**src/rtl/axi_ram_cmd_arb.sv**
```systemverilog
// Two-port round-robin arbiter sharing one RAM command/read-response interface.
// Grants are held for a whole burst; read responses return via an in-order tag FIFO.
module axi_ram_cmd_arb #(
    parameter int DATA_WIDTH     = 32,
    parameter int ADDR_WIDTH     = 16,
    parameter int STRB_WIDTH     = DATA_WIDTH / 8,
    parameter int ID_WIDTH       = 8,
    parameter int TAG_FIFO_DEPTH = 16
) (
    input  logic                  clk,
    input  logic                  rst,

    input  logic [ID_WIDTH-1:0]   s0_cmd_id,
    input  logic [ADDR_WIDTH-1:0] s0_cmd_addr,
    input  logic [DATA_WIDTH-1:0] s0_cmd_wr_data,
    input  logic [STRB_WIDTH-1:0] s0_cmd_wr_strb,
    input  logic                  s0_cmd_wr_en,
    input  logic                  s0_cmd_rd_en,
    input  logic                  s0_cmd_last,
    output logic                  s0_cmd_ready,
    output logic [ID_WIDTH-1:0]   s0_rd_resp_id,
    output logic [DATA_WIDTH-1:0] s0_rd_resp_data,
    output logic                  s0_rd_resp_last,
    output logic                  s0_rd_resp_valid,
    input  logic                  s0_rd_resp_ready,

    input  logic [ID_WIDTH-1:0]   s1_cmd_id,
    input  logic [ADDR_WIDTH-1:0] s1_cmd_addr,
    input  logic [DATA_WIDTH-1:0] s1_cmd_wr_data,
    input  logic [STRB_WIDTH-1:0] s1_cmd_wr_strb,
    input  logic                  s1_cmd_wr_en,
    input  logic                  s1_cmd_rd_en,
    input  logic                  s1_cmd_last,
    output logic                  s1_cmd_ready,
    output logic [ID_WIDTH-1:0]   s1_rd_resp_id,
    output logic [DATA_WIDTH-1:0] s1_rd_resp_data,
    output logic                  s1_rd_resp_last,
    output logic                  s1_rd_resp_valid,
    input  logic                  s1_rd_resp_ready,

    output logic [ID_WIDTH-1:0]   m_cmd_id,
    output logic [ADDR_WIDTH-1:0] m_cmd_addr,
    output logic [DATA_WIDTH-1:0] m_cmd_wr_data,
    output logic [STRB_WIDTH-1:0] m_cmd_wr_strb,
    output logic                  m_cmd_wr_en,
    output logic                  m_cmd_rd_en,
    output logic                  m_cmd_last,
    input  logic                  m_cmd_ready,
    input  logic [ID_WIDTH-1:0]   m_rd_resp_id,
    input  logic [DATA_WIDTH-1:0] m_rd_resp_data,
    input  logic                  m_rd_resp_last,
    input  logic                  m_rd_resp_valid,
    output logic                  m_rd_resp_ready
);

    localparam int PTR_W = $clog2(TAG_FIFO_DEPTH);
    localparam logic [PTR_W:0]   CNT_FULL = (PTR_W + 1)'(TAG_FIFO_DEPTH);
    localparam logic [PTR_W:0]   CNT_ONE  = (PTR_W + 1)'(1);
    localparam logic [PTR_W-1:0] PTR_ONE  = PTR_W'(1);

    logic                      locked;
    logic                      owner;
    logic                      last_grant;
    logic [TAG_FIFO_DEPTH-1:0] tag_mem;
    logic [PTR_W-1:0]          wr_ptr;
    logic [PTR_W-1:0]          rd_ptr;
    logic [PTR_W:0]            count;

    logic tag_full, tag_empty, head;
    logic rd0, rd1, req0, req1;
    logic sel, granted;
    logic accept, push, pop;

    assign tag_full  = (count == CNT_FULL);
    assign tag_empty = (count == '0);
    assign head      = tag_mem[rd_ptr];

    // Reads are masked on a full FIFO regardless of a same-cycle pop.
    assign rd0  = s0_cmd_rd_en && !tag_full;
    assign rd1  = s1_cmd_rd_en && !tag_full;
    assign req0 = s0_cmd_wr_en || rd0;
    assign req1 = s1_cmd_wr_en || rd1;

    always_comb begin
        sel     = owner;
        granted = 1'b0;
        if (locked) begin
            sel     = owner;
            granted = owner ? req1 : req0;
        end else if (req0 && req1) begin
            sel     = !last_grant;
            granted = 1'b1;
        end else if (req0) begin
            sel     = 1'b0;
            granted = 1'b1;
        end else if (req1) begin
            sel     = 1'b1;
            granted = 1'b1;
        end
    end

    assign m_cmd_id      = sel ? s1_cmd_id      : s0_cmd_id;
    assign m_cmd_addr    = sel ? s1_cmd_addr    : s0_cmd_addr;
    assign m_cmd_wr_data = sel ? s1_cmd_wr_data : s0_cmd_wr_data;
    assign m_cmd_wr_strb = sel ? s1_cmd_wr_strb : s0_cmd_wr_strb;
    assign m_cmd_last    = sel ? s1_cmd_last    : s0_cmd_last;
    assign m_cmd_wr_en   = granted && (sel ? s1_cmd_wr_en : s0_cmd_wr_en);
    assign m_cmd_rd_en   = granted && (sel ? rd1 : rd0);

    assign s0_cmd_ready = m_cmd_ready && granted && !sel;
    assign s1_cmd_ready = m_cmd_ready && granted && sel;

    assign m_rd_resp_ready  = !tag_empty && (head ? s1_rd_resp_ready : s0_rd_resp_ready);
    assign s0_rd_resp_valid = m_rd_resp_valid && !tag_empty && !head;
    assign s1_rd_resp_valid = m_rd_resp_valid && !tag_empty && head;

    assign s0_rd_resp_id   = m_rd_resp_id;
    assign s0_rd_resp_data = m_rd_resp_data;
    assign s0_rd_resp_last = m_rd_resp_last;
    assign s1_rd_resp_id   = m_rd_resp_id;
    assign s1_rd_resp_data = m_rd_resp_data;
    assign s1_rd_resp_last = m_rd_resp_last;

    assign accept = m_cmd_ready && (m_cmd_wr_en || m_cmd_rd_en);
    assign push   = accept && m_cmd_rd_en;
    assign pop    = m_rd_resp_valid && m_rd_resp_ready;

    always_ff @(posedge clk or posedge rst) begin
        if (rst) begin
            locked     <= 1'b0;
            owner      <= 1'b0;
            last_grant <= 1'b1;
            tag_mem    <= '0;
            wr_ptr     <= '0;
            rd_ptr     <= '0;
            count      <= '0;
        end else begin
            if (accept) begin
                last_grant <= sel;
                locked     <= !m_cmd_last;
                owner      <= sel;
            end
            if (push) begin
                tag_mem[wr_ptr] <= sel;
                wr_ptr          <= wr_ptr + PTR_ONE;
            end
            if (pop) begin
                rd_ptr <= rd_ptr + PTR_ONE;
            end
            case ({push, pop})
                2'b10:   count <= count + CNT_ONE;
                2'b01:   count <= count - CNT_ONE;
                default: count <= count;
            endcase
        end
    end

endmodule

```
**config.mk**
```make
export PLATFORM = sky130hd
export DESIGN_NAME = axi_ram_cmd_arb
export DESIGN_NICKNAME = d
export VERILOG_FILES = /design/src/rtl/axi_ram_cmd_arb.sv
export SDC_FILE = /design/constraint.sdc
export NUM_CORES = 1
export LEC_CHECK = 0
export CAP_MARGIN = 20
export CORE_AREA = 8 8 120 122
export DETAILED_ROUTE_END_ITERATION = 8
export DIE_AREA = 0 0 128 130
export DONT_BUFFER_PORTS = 1
export PLACE_DENSITY = 0.44
export SYNTH_ARGS = -nofsm -noshare
export SYNTH_HDL_FRONTEND = slang
export SYNTH_SLANG_ARGS = --single-unit
```
**constraint.sdc**
```tcl
create_clock -name clk -period 4.8 [get_ports clk]
set_input_delay 0.24 -clock clk [delete_from_list [all_inputs] [get_ports clk]]
set_output_delay 0.24 -clock clk [all_outputs]
set_load 0.03 [all_outputs]
```
==> run summary <==
status = finished clean
Area after DPL = 0.00285 mm^2
Syn. warnings = 0
design area = 0.00302 mm^2
drt first pass iters = 4
I/O pins = 323
Placer Congestion = 0.806
chip height = 130 um
PnR worst setup slack = 1300 ps
worst-margin pin slew = 1070 ps
final WL = 10400 um
initial antenna violation count = 0
Final Hold Viols = 0
clk_skew = 7.52 ps
pwr/cell area = 871 mW/mm^2
Residual DRC = 0
hold slack = 198 ps
core area = 0.0124 mm^2
fin nets = 430
Switch Pwr = 0.00141 W
H-tree levels = 2
RSZ-0062 raised after global routing = false
grt total ovfl = 0
Cell Int Power = 0.00122 W
fmax = 286 MHz
Post-Place Setup Slack = 1260 ps
antenna-violating nets left = 0
largest net degree at the start of global routing = 83
Max clock buf depth = 2
clock transition at the registers of the reported paths = 60 ps
CP Class = flip-flop to flip-flop
CP startpoint kind = flip-flop
routed len/inst = 24.8 um
Synth cell types = 38
Tot GR Track Use = 11.8%
prevailing post-synth register cell = dfrtp_1
die area = 0.0166 mm^2
setup tns final = 0 ps
vias in the first global route = 2207
VDD IR-drop max = 0.436 mV
drt via density = 4.72
PortBufs = 0
critical path peak fanout = 20
worst skew pair latency = 280 ps
worst endpoint data arrival time = 3650 ps
CTS buffer count = 5
Syn Inst Count = 333
cell leakage power = 1.25 nW
share of post-route cells with drive strength above 1 = 34.3%
Tmin final = 3500 ps
Sw Ratio = 53.5%
Post-CTS Setup Inserts = 0
Reg power frac = 20.2%
part of the Yosys area used for sequential elements = 24.1%
Synth-to-Final Area Change = -9.31%
final worst-path cycle share = 72.8%
Mapped Area = 0.00333 mm^2
Yosys reg bits = 32
Post-synth ARST share = 100%
Die Width = 128 um
WP data required = 4960 ps
first-pass GRT wire length = 14600 um
CTS tree = yes
Post-Syn Area per Cell = 10.0 um^2
max cap viols = 0
Worst Hold Class = input pin to flip-flop
HPWL Detailed = 8950 um
CTS Root Cell = clkbuf_16
Slew Viols, Final = 0
Clock power frac = 12.2%
clock sink total = 32
endpoints failing setup = 0
crit end category = flip-flop
max_slew headroom = 27.8%
Cell Rows = 41
DR vias = 1983
initial core utilization = 26.8%
EDFF count, synth = 0
syn_nets = 516
combinational power share = 67.6%
Antenna Cells = 0
starting DRC count in detailed routing = 90
per-stage QoR:
step           util (%)  instances  total power (W)
4_1_cts            24.2        419          0.00266
5_1_grt            24.3        420          0.00283
6_report           24.3        420          0.00263
2_1_floorplan         -        333          0.00226
3_3_place_gp       22.9        410          0.00232
3_5_place_dp       22.9        410          0.00234
path summary, 6_finish.rpt:
| path | to | from | cells past startpoint | slack (ps) |
|---|---|---|---|---|
| worst max-delay path | count[4] | count[0] | 13 | 1300 |
| worst min-delay path | rd_ptr[0] | s0_rd_resp_ready | 2 | 200 |
| worst max register to register | count[4] | count[0] | 13 | 1300 |
| worst min register to register | tag_mem[5] | tag_mem[5] | 1 | 490 |
| max in group asynchronous | last_grant | rst | 3 | 3960 |
| min in group asynchronous | rd_ptr[1] | rst | 3 | 490 |
layout by cell type, fill, tap and decap left out, types with 2 or more instances in the layout:
cell type / Yosys / layout
mux2i_1: 8 / 8
o21bai_1: 2 / 2
a211o_1: 2 / 2
nand3_1: 6 / 6
nor2b_1: 5 / 5
a22oi_2: 2 / 2
o21ai_0: 4 / 4
and2_1: 3 / 3
a221oi_1: 2 / 2
mux4_2: 2 / 2
xor2_1: 3 / 3
nand2_1: 11 / 11
mux2_1: 17 / 17
mux2_2: 63 / 63
xnor2_1: 8 / 8
nand4_1: 16 / 16
nor2_1: 7 / 7
ha_1: 9 / 9
a21o_1: 2 / 2
dfrtp_1: 31 / 31
buf_4: 90 / 3
and3_1: 2 / 2
a21oi_1: 6 / 5
inv_1: 13 / 13
clkbuf_16: 0 / 5
clkinv_2: 0 / 2
cells in the mapped netlist (all sizes together) (4+ instances only):
master  count  share of area, %
buf        96                22
mux2       80                27
dfrtp      31                23
nand4      16               3.0
inv        13               1.5
nand2      12               1.4
ha          9               3.4
mux2i       9               2.8
xnor2       8               2.1
nor2        7              0.79
a21oi       6              0.90
nand3       6              0.90
nor2b       5              0.94
o21ai       4              0.60
sequential cells by signal, summed over array words and instances (netlist names):
| name | flops |
|---|---|
| tag_mem | 16 |
| last_grant | 1 |
| rd_ptr | 4 |
| locked | 1 |
| wr_ptr | 4 |
| count | 5 |
| owner | 1 |
layer usage:
layer	wire length [um]	GRT usage [%]	vias up
met5	0	0	-
met4	65	2.80	0
met3	1150	6.24	5
met2	5470	20.3	132
met1	3720	12.5	940
li1	-	-	906
kinds of logic (layout without fill, tap and decap cells):
| group | count (synthesis) | in the layout | share of synthesized area (%) |
|---|---|---|---|
| compound gates | 26 | 26 | 6.01 |
| xor+xnor | 11 | 11 | 2.89 |
| fa+ha+maj | 10 | 10 | 3.98 |
| buf+inv | 111 | 26 | 23.2 |
| flops | 32 | 32 | 24.1 |
| mux | 91 | 91 | 31.2 |
| simple gates | 52 | 52 | 8.63 |
final cells by class:
class | count | area (um^2)
clock inverters | 2 | 10.0
inverters | 13 | 48.8
multi-input cells | 190 | 1760
repair buffers | 5 | 47.5
well taps | 172 | 215
flip-flops and latches | 32 | 802
clock buffers | 6 | 139
fillers | 1377 | 9390
worst max-delay path: stages (launching register included):
cell and delay [ps]:
dfrtp_1 440, nor4_4 530, a311oi_1 190, a22oi_2 260, mux2i_2 220, buf_4 310, nand2_2 130, ha_1 280
ha_1 340, a21o_1 190, a21oi_1 170, xnor2_1 130, nor2_1 60, xnor2_1 120
power by group through the flow:
stage | Combinational, W | Clock, W | Sequential (W)
floorplan | 0.00178 | 0 | 0.000479
global placement | 0.00178 | 0 | 0.000536
detailed placement | 0.00180 | 0 | 0.000537
CTS | 0.00180 | 0.000327 | 0.000534
global route | 0.00193 | 0.000342 | 0.000553
finish | 0.00178 | 0.000321 | 0.000532
repair_timing:
| action | in CTS | in global routing |
|---|---|---|
| gates resized for setup | 0 | 0 |
| hold endpoints to repair | 31 | 0 |
| hold buffers | 1 | 0 |
Note: power is estimated with default switching activity, not from simulation.
